`src/rtl/sram_arb_pkg.sv`:
```
// Shared types and constants for the two-port SRAM arbiter.
package sram_arb_pkg;

    localparam int ADDR_W = 5;
    localparam int DATA_W = 8;

    localparam logic OWN_A = 1'b0;
    localparam logic OWN_B = 1'b1;

    typedef enum logic [1:0] {
        IDLE   = 2'd0,
        ACCESS = 2'd1,
        RESP   = 2'd2
    } state_t;

endpackage

```
`src/rtl/sram_arbiter_if.sv`:
```
// Requester and SRAM-side signals of the arbiter; slave = arbiter, master = requesters plus SRAM.
interface sram_arbiter_if;
    import sram_arb_pkg::*;

    logic              req_a;
    logic              req_b;
    logic              we_a;
    logic              we_b;
    logic [ADDR_W-1:0] addr_a;
    logic [ADDR_W-1:0] addr_b;
    logic [DATA_W-1:0] wdata_a;
    logic [DATA_W-1:0] wdata_b;
    logic              gnt_a;
    logic              gnt_b;
    logic              rvalid_a;
    logic              rvalid_b;
    logic [DATA_W-1:0] rdata;
    logic              mem_ce;
    logic              mem_wre;
    logic [ADDR_W-1:0] mem_addr;
    logic [DATA_W-1:0] mem_din;
    logic [DATA_W-1:0] mem_out;

    modport slave (
        input  req_a, req_b, we_a, we_b, addr_a, addr_b, wdata_a, wdata_b, mem_out,
        output gnt_a, gnt_b, rvalid_a, rvalid_b, rdata, mem_ce, mem_wre, mem_addr, mem_din
    );

    modport master (
        output req_a, req_b, we_a, we_b, addr_a, addr_b, wdata_a, wdata_b, mem_out,
        input  gnt_a, gnt_b, rvalid_a, rvalid_b, rdata, mem_ce, mem_wre, mem_addr, mem_din
    );

endinterface

```
`src/rtl/sram_arb_pick.sv`:
```
// Combinational 2-way picker: a lone requester always wins, a tie goes to the owner named by ptr.
module sram_arb_pick
    import sram_arb_pkg::*;
(
    input  logic req_a,
    input  logic req_b,
    input  logic ptr,
    output logic win,
    output logic valid
);

    always_comb begin
        valid = req_a | req_b;
        win   = OWN_A;
        if (req_a && req_b) begin
            win = ptr;
        end else if (req_b) begin
            win = OWN_B;
        end
    end

endmodule

```
`src/rtl/sram_arbiter.sv`:
```
// Two-requester SRAM arbiter with fixed grant/response latency.
// Define SRAM_ARB_RR_EN for round-robin arbitration; otherwise A has fixed priority over B.
module sram_arbiter
    import sram_arb_pkg::*;
(
    input  logic           clk,
    input  logic           rst,
    sram_arbiter_if.slave  bus
);

    state_t            state_q, state_d;
    logic              owner_q, owner_d;
    logic              we_q, we_d;
    logic [ADDR_W-1:0] mem_addr_q, mem_addr_d;
    logic [DATA_W-1:0] mem_din_q, mem_din_d;
    logic [DATA_W-1:0] rdata_q, rdata_d;
    logic              gnt_a_q, gnt_a_d;
    logic              gnt_b_q, gnt_b_d;
    logic              rvalid_a_q, rvalid_a_d;
    logic              rvalid_b_q, rvalid_b_d;
    logic              pick_ptr;
    logic              pick_win;
    logic              pick_valid;

    sram_arb_pick u_pick (
        .req_a (bus.req_a),
        .req_b (bus.req_b),
        .ptr   (pick_ptr),
        .win   (pick_win),
        .valid (pick_valid)
    );

`ifdef SRAM_ARB_RR_EN
    logic ptr_q, ptr_d;

    assign pick_ptr = ptr_q;

    // After every grant the loser becomes the preferred requester.
    always_comb begin
        ptr_d = ptr_q;
        if (state_q == IDLE && pick_valid) begin
            ptr_d = ~pick_win;
        end
    end

    always_ff @(posedge clk) begin
        if (rst) begin
            ptr_q <= OWN_A;
        end else begin
            ptr_q <= ptr_d;
        end
    end
`else
    assign pick_ptr = OWN_A;
`endif

    always_comb begin
        state_d    = state_q;
        owner_d    = owner_q;
        we_d       = we_q;
        mem_addr_d = mem_addr_q;
        mem_din_d  = mem_din_q;
        rdata_d    = rdata_q;
        gnt_a_d    = 1'b0;
        gnt_b_d    = 1'b0;
        rvalid_a_d = 1'b0;
        rvalid_b_d = 1'b0;
        case (state_q)
            IDLE: begin
                if (pick_valid) begin
                    owner_d = pick_win;
                    state_d = ACCESS;
                    if (pick_win == OWN_A) begin
                        we_d       = bus.we_a;
                        mem_addr_d = bus.addr_a;
                        mem_din_d  = bus.wdata_a;
                        gnt_a_d    = 1'b1;
                    end else begin
                        we_d       = bus.we_b;
                        mem_addr_d = bus.addr_b;
                        mem_din_d  = bus.wdata_b;
                        gnt_b_d    = 1'b1;
                    end
                end
            end
            ACCESS: begin
                if (!we_q) begin
                    rdata_d = bus.mem_out;
                end
                rvalid_a_d = (owner_q == OWN_A);
                rvalid_b_d = (owner_q == OWN_B);
                state_d    = RESP;
            end
            RESP: begin
                state_d = IDLE;
            end
            default: begin
                state_d = IDLE;
            end
        endcase
    end

    always_ff @(posedge clk) begin
        if (rst) begin
            state_q    <= IDLE;
            owner_q    <= OWN_A;
            we_q       <= 1'b0;
            mem_addr_q <= '0;
            mem_din_q  <= '0;
            rdata_q    <= '0;
            gnt_a_q    <= 1'b0;
            gnt_b_q    <= 1'b0;
            rvalid_a_q <= 1'b0;
            rvalid_b_q <= 1'b0;
        end else begin
            state_q    <= state_d;
            owner_q    <= owner_d;
            we_q       <= we_d;
            mem_addr_q <= mem_addr_d;
            mem_din_q  <= mem_din_d;
            rdata_q    <= rdata_d;
            gnt_a_q    <= gnt_a_d;
            gnt_b_q    <= gnt_b_d;
            rvalid_a_q <= rvalid_a_d;
            rvalid_b_q <= rvalid_b_d;
        end
    end

    // Write enable is gated by rst directly so a reset landing in ACCESS never commits.
    assign bus.mem_wre  = (state_q == ACCESS) && we_q && !rst;
    assign bus.mem_ce   = ~rst;
    assign bus.mem_addr = mem_addr_q;
    assign bus.mem_din  = mem_din_q;
    assign bus.rdata    = rdata_q;
    assign bus.gnt_a    = gnt_a_q;
    assign bus.gnt_b    = gnt_b_q;
    assign bus.rvalid_a = rvalid_a_q;
    assign bus.rvalid_b = rvalid_b_q;

endmodule

```
`src/flat_wrapper.sv`:
```
// flat-port wrapper written by rule: the top's interface ports become plain ports
module sram_arbiter_flat import sram_arb_pkg::*;
  (clk, rst, bus_req_a, bus_req_b, bus_we_a, bus_we_b, bus_addr_a, bus_addr_b, bus_wdata_a, bus_wdata_b, bus_mem_out, bus_gnt_a, bus_gnt_b, bus_rvalid_a, bus_rvalid_b, bus_rdata, bus_mem_ce, bus_mem_wre, bus_mem_addr, bus_mem_din);
  sram_arbiter_if bus_i ();
  input  logic clk;
  input  logic rst;
  input wire logic [$bits(bus_i.req_a)-1:0] bus_req_a;
  input wire logic [$bits(bus_i.req_b)-1:0] bus_req_b;
  input wire logic [$bits(bus_i.we_a)-1:0] bus_we_a;
  input wire logic [$bits(bus_i.we_b)-1:0] bus_we_b;
  input wire logic [$bits(bus_i.addr_a)-1:0] bus_addr_a;
  input wire logic [$bits(bus_i.addr_b)-1:0] bus_addr_b;
  input wire logic [$bits(bus_i.wdata_a)-1:0] bus_wdata_a;
  input wire logic [$bits(bus_i.wdata_b)-1:0] bus_wdata_b;
  input wire logic [$bits(bus_i.mem_out)-1:0] bus_mem_out;
  output wire logic [$bits(bus_i.gnt_a)-1:0] bus_gnt_a;
  output wire logic [$bits(bus_i.gnt_b)-1:0] bus_gnt_b;
  output wire logic [$bits(bus_i.rvalid_a)-1:0] bus_rvalid_a;
  output wire logic [$bits(bus_i.rvalid_b)-1:0] bus_rvalid_b;
  output wire logic [$bits(bus_i.rdata)-1:0] bus_rdata;
  output wire logic [$bits(bus_i.mem_ce)-1:0] bus_mem_ce;
  output wire logic [$bits(bus_i.mem_wre)-1:0] bus_mem_wre;
  output wire logic [$bits(bus_i.mem_addr)-1:0] bus_mem_addr;
  output wire logic [$bits(bus_i.mem_din)-1:0] bus_mem_din;
  assign bus_i.req_a = bus_req_a;
  assign bus_i.req_b = bus_req_b;
  assign bus_i.we_a = bus_we_a;
  assign bus_i.we_b = bus_we_b;
  assign bus_i.addr_a = bus_addr_a;
  assign bus_i.addr_b = bus_addr_b;
  assign bus_i.wdata_a = bus_wdata_a;
  assign bus_i.wdata_b = bus_wdata_b;
  assign bus_i.mem_out = bus_mem_out;
  assign bus_gnt_a = bus_i.gnt_a;
  assign bus_gnt_b = bus_i.gnt_b;
  assign bus_rvalid_a = bus_i.rvalid_a;
  assign bus_rvalid_b = bus_i.rvalid_b;
  assign bus_rdata = bus_i.rdata;
  assign bus_mem_ce = bus_i.mem_ce;
  assign bus_mem_wre = bus_i.mem_wre;
  assign bus_mem_addr = bus_i.mem_addr;
  assign bus_mem_din = bus_i.mem_din;
  sram_arbiter u_core (.clk(clk), .rst(rst), .bus(bus_i));
endmodule
```
`config.mk`:
```
export PLATFORM = sky130hd
export DESIGN_NAME = sram_arbiter_flat
export DESIGN_NICKNAME = d
export VERILOG_FILES = /design/src/rtl/sram_arb_pkg.sv /design/src/rtl/sram_arbiter_if.sv /design/src/rtl/sram_arb_pick.sv /design/src/rtl/sram_arbiter.sv /design/src/flat_wrapper.sv
export SDC_FILE = /design/constraint.sdc
export NUM_CORES = 1
export LEC_CHECK = 0
export BUFFER_PORTS_ARGS = -buffer_cell sky130_fd_sc_hd__buf_2
export CAP_MARGIN = 30
export CORE_AREA = 2 2 56 58
export CTS_BUF_LIST = sky130_fd_sc_hd__clkbuf_16
export DETAILED_ROUTE_END_ITERATION = 6
export DIE_AREA = 0 0 58 60
export PLACE_DENSITY_LB_ADDON = 0.2
export SETUP_SLACK_MARGIN = 0.3
export SLEW_MARGIN = 20
export SYNTH_ARGS = -nofsm -noshare
export SYNTH_HDL_FRONTEND = slang
export SYNTH_SLANG_ARGS = --single-unit
```
`constraint.sdc`:
```
create_clock -name clk -period 1.4 [get_ports clk]
set_input_delay 0.14 -clock clk [delete_from_list [all_inputs] [get_ports clk]]
set_output_delay 0.14 -clock clk [all_outputs]
set_load 0.02 [all_outputs]
```
==> results.tsv, run 1 <==
metric	value	unit
status	complete, no violations	
Slew @ Worst Pin	0.3005	ns
DR DRC count	0	
vias in the first global route	963	
GR Overflow Total	0	
CTS H-Tree Depth	2	
Num CTS Buffers	5	
die height	60	um
register area share after synthesis	50.54	%
crit-path max FO	6	
Initial DRT Pass Iterations	4	
remaining antenna violation count	0	
Async SR Flop Fraction	0	%
CTS tree	built	
cell with the most instances after synthesis	dfxtp_1	
clk root buf	clkbuf_16	
row count	20	
worst setup margin	0.1083	ns
Total GRT Usage	16.53	%
fin crit period	1.292	ns
synth unique cells	18	
max-slew violation count	0	
Rel. slew slack	79.39	%
Starting DRT DRC Count	14	
core footprint	0.002903	mm^2
syn_nets	135	
vias	996	
CTS clock-pin slew for the worst setup and hold paths	0.05	ns
Synth top area share	50.54	%
Initial Util	39.57	%
synth cell count leaders	dfxtp_1, mux2i_1, nor2_1	
WS Path Type	reg -> reg	
power per standard cell area	1291	mW/mm^2
number of enable flip-flop cells after synthesis	0	
clk sinks	29	
Mapped Cells	95	
Syn Area/Cell	12.09	um^2
ant diodes	0	
largest net degree at the start of global routing	18	
Final Hold Viols	0	
Leak	0.9480	nW
share of cells above drive strength 1	60.69	%
area grow syn2layout	60.02	%
Buffers on Ports	66	
RSZ-0062 raised after global routing	yes	
global-route wire length before repair	4.091	mm
CP Data Arrival Time	1.49	ns
worst hold path class	in -> reg	
Yosys reg bits	29	
CP required	1.60	ns
Setup-failing EPs final	0	
clock latency on the worst-skew pair	0.27	ns
cell types occupying the most area after synthesis	dfxtp_1, mux2i_1, o2bb2ai_2	
crit start category	flop	
Placer Congestion	0.6719	
via/cell ratio	4.835	
CP endpoint kind	flop	
WL per Instance	13.16	um
Max-Cap Viols	0	
VDD IR max	1092	uV
synthesized area	0.001149	mm^2
fin nets	212	
initial antenna violation count	0	
Top FF cell, synth	dfxtp_1	
setup tns final	0	ns
crit share post-route	92.26	%
IO Count	67	
synth warn	0	
Die W	58	um
clock skew	0.005339	ns
Layout Utilization	63.32	%
DP HPWL	1.825	mm
overall routed net length	2.711	mm
Fillers	256	
die area	0.003480	mm^2
Peak Freq	774.2	MHz
CTS Hold Buffers Added	0	
Synth area leader	dfxtp_1	
worst slack at placement	0.08858	ns
CTS max path bufs	2	
layer usage:
| layer | up-vias | track usage, % | wire [um] |
|---|---|---|---|
| li1 | 495 | - | - |
| met4 | 0 | 9.967 | 65 |
| met5 | - | 0 | 0 |
| met2 | 43 | 29.87 | 1417 |
| met1 | 450 | 15.51 | 996 |
| met3 | 8 | 6.926 | 230 |
stage by stage:
step	hold slack [ns]	total power, mW	area (um^2)	instances
3_3_place_gp	0.3791	1.312	1518	191
5_1_grt	0.1090	2.484	1838	206
3_5_place_dp	0.3893	1.324	1518	191
6_report	0.1040	2.373	1838	206
2_1_floorplan	0.2872	1.187	1157	95
4_1_cts	0.1049	2.327	1687	201
flip-flops by register name (all words and copies together), names as in the netlist:
register and cells:
u_core.state_q 2, u_core.bus.rvalid_b 1, u_core.bus.gnt_b 1, u_core.bus.rvalid_a 1, u_core.we_q 1, u_core.bus.mem_din 8, u_core.bus.mem_addr 5, u_core.owner_q 1
u_core.bus.gnt_a 1, u_core.bus.rdata 8
placed cells by master, fill, tap and decap left out:
cell | Yosys | routed
buf_2 | 5 | 65
dfxtp_1 | 29 | 27
mux2i_1 | 22 | 22
o2bb2ai_2 | 8 | 11
nor2_1 | 10 | 10
buf_4 | 0 | 7
clkbuf_16 | 0 | 6
o2bb2ai_4 | 0 | 3
inv_1 | 1 | 2
and3_1 | 2 | 2
nor2b_1 | 2 | 2
clkinv_2 | 0 | 2
buf_6 | 2 | 2
buf_12 | 0 | 2
nand2b_1 | 1 | 1
or4_4 | 1 | 1
o31a_1 | 1 | 1
a2bb2o_2 | 1 | 1
and2_1 | 1 | 1
nor3b_4 | 0 | 1
inv_2 | 1 | 1
nor2_2 | 1 | 1
dfxtp_2 | 0 | 1
dfxtp_4 | 0 | 1
path summary, 6_finish.rpt:
check	startpoint	end	slack, ns	cells past startpoint
min reg2reg	u_core.owner_q	u_core.bus.rvalid_a	0.46	1
max reg2reg	u_core.state_q[1]	u_core.bus.mem_din[4]	0.11	3
min	bus_mem_out[2]	u_core.bus.rdata[2]	0.10	3
max	u_core.state_q[1]	u_core.bus.mem_din[4]	0.11	3
repair_timing:
| action | in CTS | in global routing |
|---|---|---|
| gates resized for setup | 1 | 14 |
| endpoints found under the setup margin | 27 | 27 |
| gates cloned | 0 | 1 |
| pin swaps | 1 | 7 |
| buffers inserted | 2 | 4 |
power breakdown:
group	total, mW	internal [mW]	switching (mW)
Combinational	0.452	0.220	0.232
Clock	0.980	0.641	0.339
Sequential	0.941	0.894	0.0468
Total	2.37	1.76	0.618
logic make-up (layout without fill, tap and decap cells):
logic type	Yosys count	count (layout)	synth area share (%)
muxes	22	22	19.17
buffers and inverters	9	87	4.792
and+or+nand+nor	19	19	8.716
DFF	29	29	50.54
AOI/OAI and AO/OA	16	16	16.78
critical path, cell delays in order, from the launching register on:
cell and delay (ns):
dfxtp_4 0.35, or4_4 0.57, clkbuf_16 0.19, o2bb2ai_2 0.11
area by class of cell:
type / count / area, um^2 / share of cell area (%)
tap: 33 / 41.29 / 2.246
multi-input combinational: 57 / 599.3 / 32.61
clock inverter: 3 / 13.76 / 0.7488
timing repair buffer: 77 / 465.4 / 25.32
clock buffer: 5 / 125.1 / 6.807
inverter: 2 / 7.507 / 0.4084
sequential: 29 / 585.6 / 31.86
No activity file was read; power rests on OpenSTA's default activity.
==> run 2, diff against run 1 <==
--- a/config.mk
+++ b/config.mk
@@ -7,10 +7,11 @@
 export LEC_CHECK = 0
 export BUFFER_PORTS_ARGS = -buffer_cell sky130_fd_sc_hd__buf_2
 export CAP_MARGIN = 30
-export CORE_AREA = 2 2 56 58
+export CORE_AREA = 2 2 54 56
 export CTS_BUF_LIST = sky130_fd_sc_hd__clkbuf_16
+export CTS_CLUSTER_SIZE = 40
 export DETAILED_ROUTE_END_ITERATION = 6
-export DIE_AREA = 0 0 58 60
+export DIE_AREA = 0 0 56 58
 export PLACE_DENSITY_LB_ADDON = 0.2
 export SETUP_SLACK_MARGIN = 0.3
 export SLEW_MARGIN = 20
==> constraint.sdc (replaced) <==
create_clock -name clk -period 1.5 [get_ports clk]
set_input_delay 0.15 -clock clk [delete_from_list [all_inputs] [get_ports clk]]
set_output_delay 0.15 -clock clk [all_outputs]
set_load 0.02 [all_outputs]
==> run 2 against run 1 <==
  * Power up 6.5%
  * Hold slack improved by 0.0086 ns
  * Via count decreased by 1.0%
  * Combinational power shrank 15%
  * Die area is 6.7% lower
  * Flip-flop and latch count stayed put
  * Count of clock-buffer cells in the layout is the same
  * Non-clock buffer count decreased by 4
  * Utilization up 4.2 points
==> results.tsv, run 2 (same netlist as run 1, synthesis figures left out) <==
metric	value	unit
status	complete, no violations	
crit-path max FO	4	
DR DRC count	0	
via/cell ratio	4.930	
row count	19	
Rel. slew slack	81.07	%
Buffers on Ports	66	
CTS H-Tree Depth	2	
largest net degree at the start of global routing	18	
fin crit period	1.234	ns
CP Cell Sequence	or4_4, buf_4, o2bb2ai_1	
commonest non-fill, non-tap cell in the layout	buf_2	
most frequent cells in the layout	buf_2, dfxtp_1, mux2i_1	
Combinational Power Share	15.2	%
clk root buf	clkbuf_16	
Tot Pwr	2.526	mW
multi-input logic area	576.8	um^2
Starting DRT DRC Count	29	
slowest stage cell, crit path	or4_4	
CP required	1.70	ns
share of cells above drive strength 1	59.76	%
Placer Congestion	0.6507	
remaining antenna violation count	0	
max-slew violation count	0	
area grow syn2layout	56.43	%
fin nets	208	
hold_ws	0.1126	ns
Layout Cells excl Fill	200	
power per standard cell area	1406	mW/mm^2
Sw Pwr	0.5680	mW
CP peak stage delay	0.55	ns
DP HPWL	1.858	mm
Num CTS Buffers	5	
internal power component	1.958	mW
crit start category	flop	
Initial DRT Pass Iterations	4	
clock group share of total power	50.2	%
sw frac	22.49	%
WL per Instance	12.63	um
Max-Cap Viols	0	
CTS clock-pin slew for the worst setup and hold paths	0.05	ns
global-route wire length before repair	3.988	mm
Peak Freq	810.2	MHz
Total GRT Usage	16.06	%
Die W	56	um
CP endpoint kind	flop	
clk sinks	29	
ant diodes	0	
worst hold path class	in -> reg	
CP Data Arrival Time	1.44	ns
fin area	0.001797	mm^2
initial antenna violation count	0	
vias in the first global route	913	
clock skew	0.007974	ns
CTS max path bufs	2	
Setup-failing EPs final	0	
GR Overflow Total	0	
Reg area	583.1	um^2
crit share post-route	82.29	%
die height	58	um
Leak	0.9225	nW
die area	0.003248	mm^2
overall routed net length	2.525	mm
total placed cells including tap cells	189	
Fillers	213	
core footprint	0.002663	mm^2
IO Count	67	
VDD IR max	1615	uV
Final Hold Viols	0	
CTS tree	built	
vias	986	
RSZ-0062 raised after global routing	yes	
Cell Area, Placed	0.001503	mm^2
Initial Util	43.14	%
clock latency on the worst-skew pair	0.27	ns
Seq pwr share	34.7	%
setup tns final	0	ns
WS Path Type	reg -> reg	
Slew @ Worst Pin	0.2761	ns
## run 2: layout make-up
type / count / share of cell area (%)
flip-flops and latches: 29 / 32.45
inverters: 2 / 0.4178
clock inverters: 3 / 3.621
multi-input cells: 57 / 32.10
clock buffers: 5 / 6.964
repair buffers: 73 / 22.28
well taps: 31 / 2.159
## run 2: worst max-delay path, delay by kind of cell, from the launching register on
family	cells	cell delay [ns]
AO/OA/AOI/OAI	1	0.11
flip-flops	1	0.33
buffers and inverters	1	0.17
AND/OR/NAND/NOR	1	0.55
## run 2: final timing paths
path | start | to | slack [ns] | cells past startpoint
setup / recovery | u_core.state_q[1] | u_core.bus.mem_addr[4] | 0.27 | 3
hold reg to reg | u_core.owner_q | u_core.bus.rvalid_a | 0.44 | 1
hold / removal | bus_mem_out[7] | u_core.bus.rdata[7] | 0.11 | 3
setup reg to reg | u_core.state_q[1] | u_core.bus.mem_addr[4] | 0.27 | 3
## run 2: power by group through the flow
| stage | sequential, mW | combinational [mW] | clock, mW |
|---|---|---|---|
| floorplan | 0.948 | 0.158 | 0 |
| global placement | 0.882 | 0.337 | 0 |
| detailed placement | 0.885 | 0.345 | 0 |
| CTS | 0.871 | 0.356 | 1.29 |
| global route | 0.883 | 0.412 | 1.32 |
| finish | 0.875 | 0.383 | 1.27 |
## run 2: timing repair
action / in CTS / in global routing
setup endpoints to repair: 17 / 25
hold buffers: 0 / 0
resized for setup: 1 / 13
buffers inserted: 3 / 0
pin swaps: 1 / 2
## run 2: per-layer routing
metal  global-route usage (%)  share of wire (%)  vias up
met5                        0                  0        -
met4                    7.143                1.4        0
met1                    18.57                 43      452
met2                    26.89                 49       41
met3                    5.804                7.4        5
li1                         -                  -      488
## run 2: through the flow
stage	worst slack, ns	utilization (%)
global placement	0.2087	56.44
detailed placement	0.1956	56.44
CTS	0.2427	64.52
floorplan	0.2540	-
global route	0.2355	67.48
finish	0.2657	67.48
